==> src/rtl/subtractor_share_arbiter.sv <==
// Round-robin arbiter that lends one limb-serial subtractor to two requesters,
// one whole number at a time, and routes the result limbs back to the owner.

module great_subtractor #(
   parameter int REGISTER_SIZE = 32
) (
   input  logic                     clk_in,
   input  logic                     rst_in,
   input  logic                     valid_in,
   input  logic                     last_in,
   input  logic [REGISTER_SIZE-1:0] a_in,
   input  logic [REGISTER_SIZE-1:0] b_in,
   output logic [REGISTER_SIZE-1:0] data_out,
   output logic                     valid_out,
   output logic                     final_out
);

   logic                   borrow;
   logic [REGISTER_SIZE:0] diff;

   assign diff = {1'b0, a_in} - {1'b0, b_in} - {{REGISTER_SIZE{1'b0}}, borrow};

   // The borrow is dropped after the MS limb so each number starts clean.
   always_ff @(posedge clk_in or posedge rst_in) begin
      if (rst_in) begin
         borrow    <= 1'b0;
         data_out  <= '0;
         valid_out <= 1'b0;
         final_out <= 1'b0;
      end else begin
         valid_out <= valid_in;
         final_out <= valid_in & last_in;
         if (valid_in) begin
            data_out <= diff[REGISTER_SIZE-1:0];
            borrow   <= last_in ? 1'b0 : diff[REGISTER_SIZE];
         end
      end
   end

endmodule

// state  | meaning
// IDLE   | no owner; arbitrate pending requests
// STREAM | granted client's limbs are forwarded to the subtractor
// DRAIN  | all limbs accepted; waiting for the final result limb
module subtractor_share_arbiter #(
   parameter int REGISTER_SIZE = 32,
   parameter int BITS_IN_NUM   = 2048
) (
   input  logic                     clk_in,
   input  logic                     rst_n_in,
   input  logic [1:0]               req_in,
   input  logic [1:0]               valid_in,
   input  logic [REGISTER_SIZE-1:0] a0_in,
   input  logic [REGISTER_SIZE-1:0] b0_in,
   input  logic [REGISTER_SIZE-1:0] a1_in,
   input  logic [REGISTER_SIZE-1:0] b1_in,
   output logic [1:0]               grant_out,
   output logic [REGISTER_SIZE-1:0] data_out,
   output logic [1:0]               valid_out,
   output logic [1:0]               final_out,
   output logic                     busy_out
);

   localparam int LIMBS = BITS_IN_NUM / REGISTER_SIZE;
   localparam int CW    = $clog2(LIMBS + 1);

   typedef enum logic [1:0] {IDLE, STREAM, DRAIN} state_t;

   state_t                   state;
   logic                     ptr;
   logic                     owner;
   logic                     pick;
   logic [CW-1:0]            count;
   logic                     accept;
   logic                     last_limb;
   logic [REGISTER_SIZE-1:0] sub_a;
   logic [REGISTER_SIZE-1:0] sub_b;
   logic [REGISTER_SIZE-1:0] sub_data;
   logic                     sub_valid;
   logic                     sub_final;

   // grant_out is only non-zero in STREAM, so this also qualifies the state.
   assign accept    = |(valid_in & grant_out);
   assign last_limb = accept && (count == CW'(LIMBS - 1));
   assign pick      = req_in[ptr] ? ptr : ~ptr;
   assign sub_a     = owner ? a1_in : a0_in;
   assign sub_b     = owner ? b1_in : b0_in;

   always_ff @(posedge clk_in or negedge rst_n_in) begin
      if (!rst_n_in) begin
         state     <= IDLE;
         grant_out <= 2'b00;
         busy_out  <= 1'b0;
         count     <= '0;
         ptr       <= 1'b0;
         owner     <= 1'b0;
      end else begin
         case (state)
            IDLE: begin
               if (|req_in) begin
                  owner     <= pick;
                  grant_out <= pick ? 2'b10 : 2'b01;
                  busy_out  <= 1'b1;
                  state     <= STREAM;
               end
            end
            STREAM: begin
               if (last_limb) begin
                  grant_out <= 2'b00;
                  count     <= '0;
                  state     <= DRAIN;
               end else if (accept) begin
                  count <= count + 1'b1;
               end
            end
            DRAIN: begin
               if (sub_final) begin
                  ptr      <= ~owner;
                  busy_out <= 1'b0;
                  state    <= IDLE;
               end
            end
            default: state <= IDLE;
         endcase
      end
   end

   great_subtractor #(.REGISTER_SIZE(REGISTER_SIZE)) u_sub (
      .clk_in   (clk_in),
      .rst_in   (~rst_n_in),
      .valid_in (accept),
      .last_in  (last_limb),
      .a_in     (sub_a),
      .b_in     (sub_b),
      .data_out (sub_data),
      .valid_out(sub_valid),
      .final_out(sub_final)
   );

   // Owner tag is stable until the next grant, which is always after DRAIN.
   assign data_out  = sub_data;
   assign valid_out = {sub_valid & owner, sub_valid & ~owner};
   assign final_out = {sub_final & owner, sub_final & ~owner};

endmodule

==> config.mk <==
export PLATFORM = sky130hd
export DESIGN_NAME = subtractor_share_arbiter
export DESIGN_NICKNAME = d
export VERILOG_FILES = /design/src/rtl/subtractor_share_arbiter.sv
export SDC_FILE = /design/constraint.sdc
export NUM_CORES = 1
export LEC_CHECK = 0
export ABC_AREA = 1
export ABC_CLOCK_PERIOD_IN_PS = 8000
export BUFFER_PORTS_ARGS = -buffer_cell sky130_fd_sc_hd__buf_4
export CORE_AREA = 2 2 101 128
export DETAILED_ROUTE_END_ITERATION = 8
export DIE_AREA = 0 0 103 130
export GPL_TIMING_DRIVEN = 0
export PLACE_DENSITY = 0.71
export SETUP_SLACK_MARGIN = 0.05
export SLEW_MARGIN = 20
export SYNTH_ARGS = -nofsm -noshare
export SYNTH_HDL_FRONTEND = slang
export SYNTH_SLANG_ARGS = --single-unit
==> constraint.sdc <==
create_clock -name clk_in -period 8 [get_ports clk_in]
set_input_delay 1.2 -clock clk_in [delete_from_list [all_inputs] [get_ports clk_in]]
set_output_delay 1.2 -clock clk_in [all_outputs]
set_load 0.1 [all_outputs]
Word level (Yosys, flattened, before mapping)
Index checks and enable logic that the tools add are counted.
- bits in registers: 49
- bits of input ports: 134
- output and inout port bits: 39
- word-level logic and storage cells: 60
- $add $sub $neg: 3
- order comparisons: 1
- equality and inequality tests: 6
- muxes and demuxes: 19
- bitwise gates (word level): 8
- reduce and logical (&&, ||, !) cells: 13
- operators with widths (cell ; number):
    $mux W32 ; 2
    $sub A32 B32 Y33 ; 1
    $sub A33 B1 Y33 ; 1
    $mux W7 ; 2
    $mux W2 ; 6
    $reduce_and A3 Y1 ; 3
    $add A7 B1 Y7 const B ; 1
    $eq A7 B6 Y1 const B ; 1
    $mux W1 ; 6
    $pmux W2 S3 ; 1
    $reduce_and A2 Y1 ; 3
    $reduce_bool A2 Y1 ; 3
    $and A1 B1 Y1 ; 5
    $ne A2 B1 Y1 const B ; 2
    $pmux W2 S2 ; 1
    $reduce_or A2 Y1 ; 2
    $and A2 B2 Y2 ; 1
    $eq A2 B1 Y1 const B ; 1
    $eq A2 B2 Y1 const B ; 1
    $logic_not A2 Y1 ; 1
    $lt A1 B2 Y1 const B ; 1
    $ne A2 B2 Y1 const B ; 1
    $not A1 Y1 ; 2
    $pmux W1 S2 ; 1
    $logic_and A1 B1 Y1 ; 1

Longest topological paths before layout
- depth in word-level cells: 6
- mapped depth: 21
- gate-level depth less buffers: 19

Cells and area by module
From an unflattened synthesis, not the netlist that was laid out.
- cells, all modules: 1063
- area, all modules: 5993.2 sq um
- by module, submodules not included (module ; times used ; cells each ; area each (sq um) ; sequential area each (sq um)):
    great_subtractor ; 1 ; 764 ; 4426.7 ; 875.8
    subtractor_share_arbiter ; 1 ; 299 ; 1566.5 ; 350.3

Least setup slack after synthesis
No wires, ideal clock.
- path type: flip-flop to output port
- start: reg owner
- end: out final_out[0]
- arrival time: 1.968 ns
- required time: 6.800 ns
- slack: 4.832 ns
- cell stages (with the launch flop): 4
- buffers on the path: 2
- path through: dfrtp_1 buf_4 clkbuf_1 nor2_1
- word-level cells in the longest chain between the ends: 2
- ends and longest elaborated chain (item ; RTL line ; RTL):
    start: declaration ; 72 ; logic owner;
    start signal: assignment ; 102 ; owner <= pick;
    $not A1 Y1 ; 144 ; assign final_out = {sub_final & owner, sub_final & ~owner};
    $and A1 B1 Y1 ; 144 ;
    end: declaration ; 61 ; output logic [1:0] final_out,
Every way passes these cells.

Final worst setup path
- start: reg owner
- end: reg u_sub.data_out[30]
- word-level cells in the longest chain between the ends: 3
- elaborated cells on any way between the ends: 4
- ends and longest elaborated chain (item ; RTL line ; RTL):
    $mux W32, on equally long branches ; 87, 88 ;
    $sub A32 B32 Y33 (*) ; 21 ; assign diff = {1'b0, a_in} - {1'b0, b_in} - {{REGISTER_SIZE{1'b0}}, borrow};
    $sub A33 B1 Y33 (*) ; 21 ;
    end signal: assignment ; 34 ; data_out <= diff[REGISTER_SIZE-1:0];
    end: declaration ; 13 ; output logic [REGISTER_SIZE-1:0] data_out,
Every way passes the cells marked *; elsewhere a longest branch is shown, timed or not.
A chain may end at the register's enable or synchronous reset.

==> flow_summary.ini <==
[floorplanning]
num_rows = 46
die_area_sq_um = 13390
core_area_sq_um = 12320
dieWidth_um = 103
ios = 173
initial_utilization = 0.4384
die_h_um = 130

[power]
peakVddDrop_v = 0.0001057
power_frac_comb = 0.417
swShare = 0.3434
seq_power_share = 0.294
p_per_area_nw_per_um2 = 119.3
leakage_nw = 4.357
p_int_mw = 0.5540
p_total_mw = 0.8437
pwr-share-clk = 0.290
power.net_switching_mw = 0.2897

[clock_network]
cts_root_buf = clkbuf_16
clk_pin_slew_ps = 60
ctsHtreeMaxLevel = 2
post_cts_buffers = 0
clock_latency_ps = 290
cts_hold_buffers = 0
cts_resized = 0
cts.path.max_buffers = 2
cts_made_buffers = 5
tritoncts = done
cts.sinks = 49

[sta]
layout_setup_ws_ps = 4661
fmax_mhz = 299.5
tightest_slew_ps = 844.9
rsz0062_at_grt = no
fin_tns_setup_ps = 0
period_share = 0.4174
setup_violations = 0
slew_viol_final = 0
hold_viol_final = 0
period_needed_ps = 3339
fin_skew_ps = 2.220
slew_headroom = 0.4368

[route]
first_pass_iters = 4
avgViaCountPerCell = 4.710
maxUsedRoutingLayer = met4
ant_nets = 0
routedWlPerCell_um = 12.34
via_count = 5708
wl_met2_um = 7311
wl_met1_um = 6742
drc_errors = 0
wl_met3_um = 657
drt_iter0_drc = 245
wirelength_um = 14960

[logic_synthesis]
synth_fp_nets = 1061
synth_warnings = 0
ys_ff_latch = 49
postSynthAreaPerCell_sq_um = 6.250
synth_top_cell_area_share = 0.2308
syn_inst = 864
synth_top_area_cell = nand2_1
synth_cell_types = 37
synth.area.top_cells = nand2_1, dfrtp_1, ha_1
netlist_area_sq_um = 5400
ys_seq_area_frac = 0.2271

[final_layout]
diodes = 0
seq_area_sq_um = 1226
syn_to_final_growth_pct = 31.00
drive_above_1_share = 0.1983
finalNetCount = 1240
fill_cells = 1263
multiInputGateArea_sq_um = 3507

[global_route]
grt_pass1_wl_um = 23540
grt_pass1_vias = 5118
grt_max_degree = 50
antenna_found_initial = 0
grt_use_total = 0.2226
overflow = 0

[worst_setup_path]
worstSetupEndpointType = flop
crit_path_max_fanout = 10
cp.arrival_ps = 3520
startpoint_type = flop
required_ps = 8180
crit_type = reg -> reg

[status]
status = finished clean

[job]
cap_violations = 0

[place]
place.gp.congestion = 0.9082
dpl_worst_slack_ps = 4451
place_hpwl_um = 12770
io_buffers = 172

[worst_hold_path]
hp-class = reg -> reg
## critical path, stage by stage (launching register included)
cell and delay, ps:
dfrtp_1 330, buf_4 170, clkbuf_1 660, mux2i_1 220, ha_1 320, inv_1 40, ha_1 380, a21oi_1 310
inv_1 70, nor2_1 190, nand2_1 110, a21oi_1 200, nand3_1 90, nand3_1 90, nand2_1 50
## power groups by stage
stage                     clock [mW]  combinational [mW]  sequential (mW)
final                          0.244               0.352            0.248
after global routing           0.257               0.399            0.248
after CTS                      0.246               0.352            0.248
after detailed placement           0               0.350            0.252
after global placement             0               0.348            0.252
after floorplan                    0               0.235            0.252
## registers in the layout (all words and copies together), names as in the netlist
register	count
u_sub.data_out	32
count	7
grant_out	2
state	2
busy_out	1
owner	1
ptr	1
u_sub.borrow	1
u_sub.final_out	1
u_sub.valid_out	1
## logic make-up after synthesis
group,Yosys count,synth area share
xor+xnor,15,0.02433
mux,31,0.05746
simple gates,455,0.3415
flops,49,0.2271
compound gates,77,0.07739
buf+inv,174,0.1235
fa+ha+maj,63,0.1487
## layout make-up
class,count,share of cell area
Timing Repair Buffer,172,0.1825
Tap cell,168,0.02971
Multi-Input combinational cell,641,0.4958
Buffer,18,0.01114
Clock inverter,1,0.004245
Inverter,156,0.08313
Clock buffer,7,0.02016
Sequential cell,49,0.1733
## synthesized netlist by cell type, drive strengths merged
| master | number |
|---|---|
| a21oi | 34 |
| a31o | 1 |
| a31oi | 1 |
| and2 | 1 |
| and3 | 1 |
| buf | 7 |
| clkbuf | 11 |
| clkinv | 1 |
| dfrtp | 49 |
| fa | 2 |
| ha | 61 |
| inv | 155 |
| mux2i | 31 |
| nand2 | 337 |
| nand3 | 42 |
| nand3b | 7 |
| nand4 | 2 |
| nor2 | 54 |
| nor3 | 6 |
| nor3b | 2 |
| nor4 | 1 |
| o21a | 1 |
| o21ai | 33 |
| o21bai | 6 |
| o31ai | 1 |
| or2 | 2 |
| xnor2 | 13 |
| xor2 | 2 |
## final timing paths
check	from	to	slack, ps	cells after the start
hold reg to reg	u_sub.data_out[29]	u_sub.data_out[29]	480	2
min in group asynchronous	rst_n_in	count[5]	920	1
max in group asynchronous	rst_n_in	u_sub.data_out[20]	6680	1
setup / recovery	owner	u_sub.data_out[30]	4660	14
setup reg to reg	owner	u_sub.data_out[30]	4660	14
hold / removal	u_sub.data_out[29]	u_sub.data_out[29]	480	2
## per-stage QoR
step                hold WS, ps    util  cells  area (sq um)
floorplan                 467.3       -    864          5400
global placement          459.7  0.5603   1204          6902
detailed placement        467.7  0.5603   1204          6902
CTS                       483.8  0.5744   1212          7074
global route              501.5  0.5744   1212          7074
finish                    482.6  0.5744   1212          7074
## layout by cell type, fill, tap and decap left out, drive strengths merged, types with 13 or more instances in the layout
cell / Yosys / final
nand2: 337 / 337
ha: 61 / 61
inv: 155 / 155
mux2i: 31 / 31
a21oi: 34 / 34
o21ai: 33 / 33
nor2: 54 / 54
xnor2: 13 / 13
clkbuf: 11 / 18
buf: 7 / 179
nand3: 42 / 42
dfrtp: 49 / 49
## routing by layer
metal  up-vias  global-route usage
li1       3042                   -
met1      2509              0.2909
met2       141              0.3946
met3        16             0.01446
met4         0             0.06037
met5         -                   0
(Power assumes the default switching activity.)
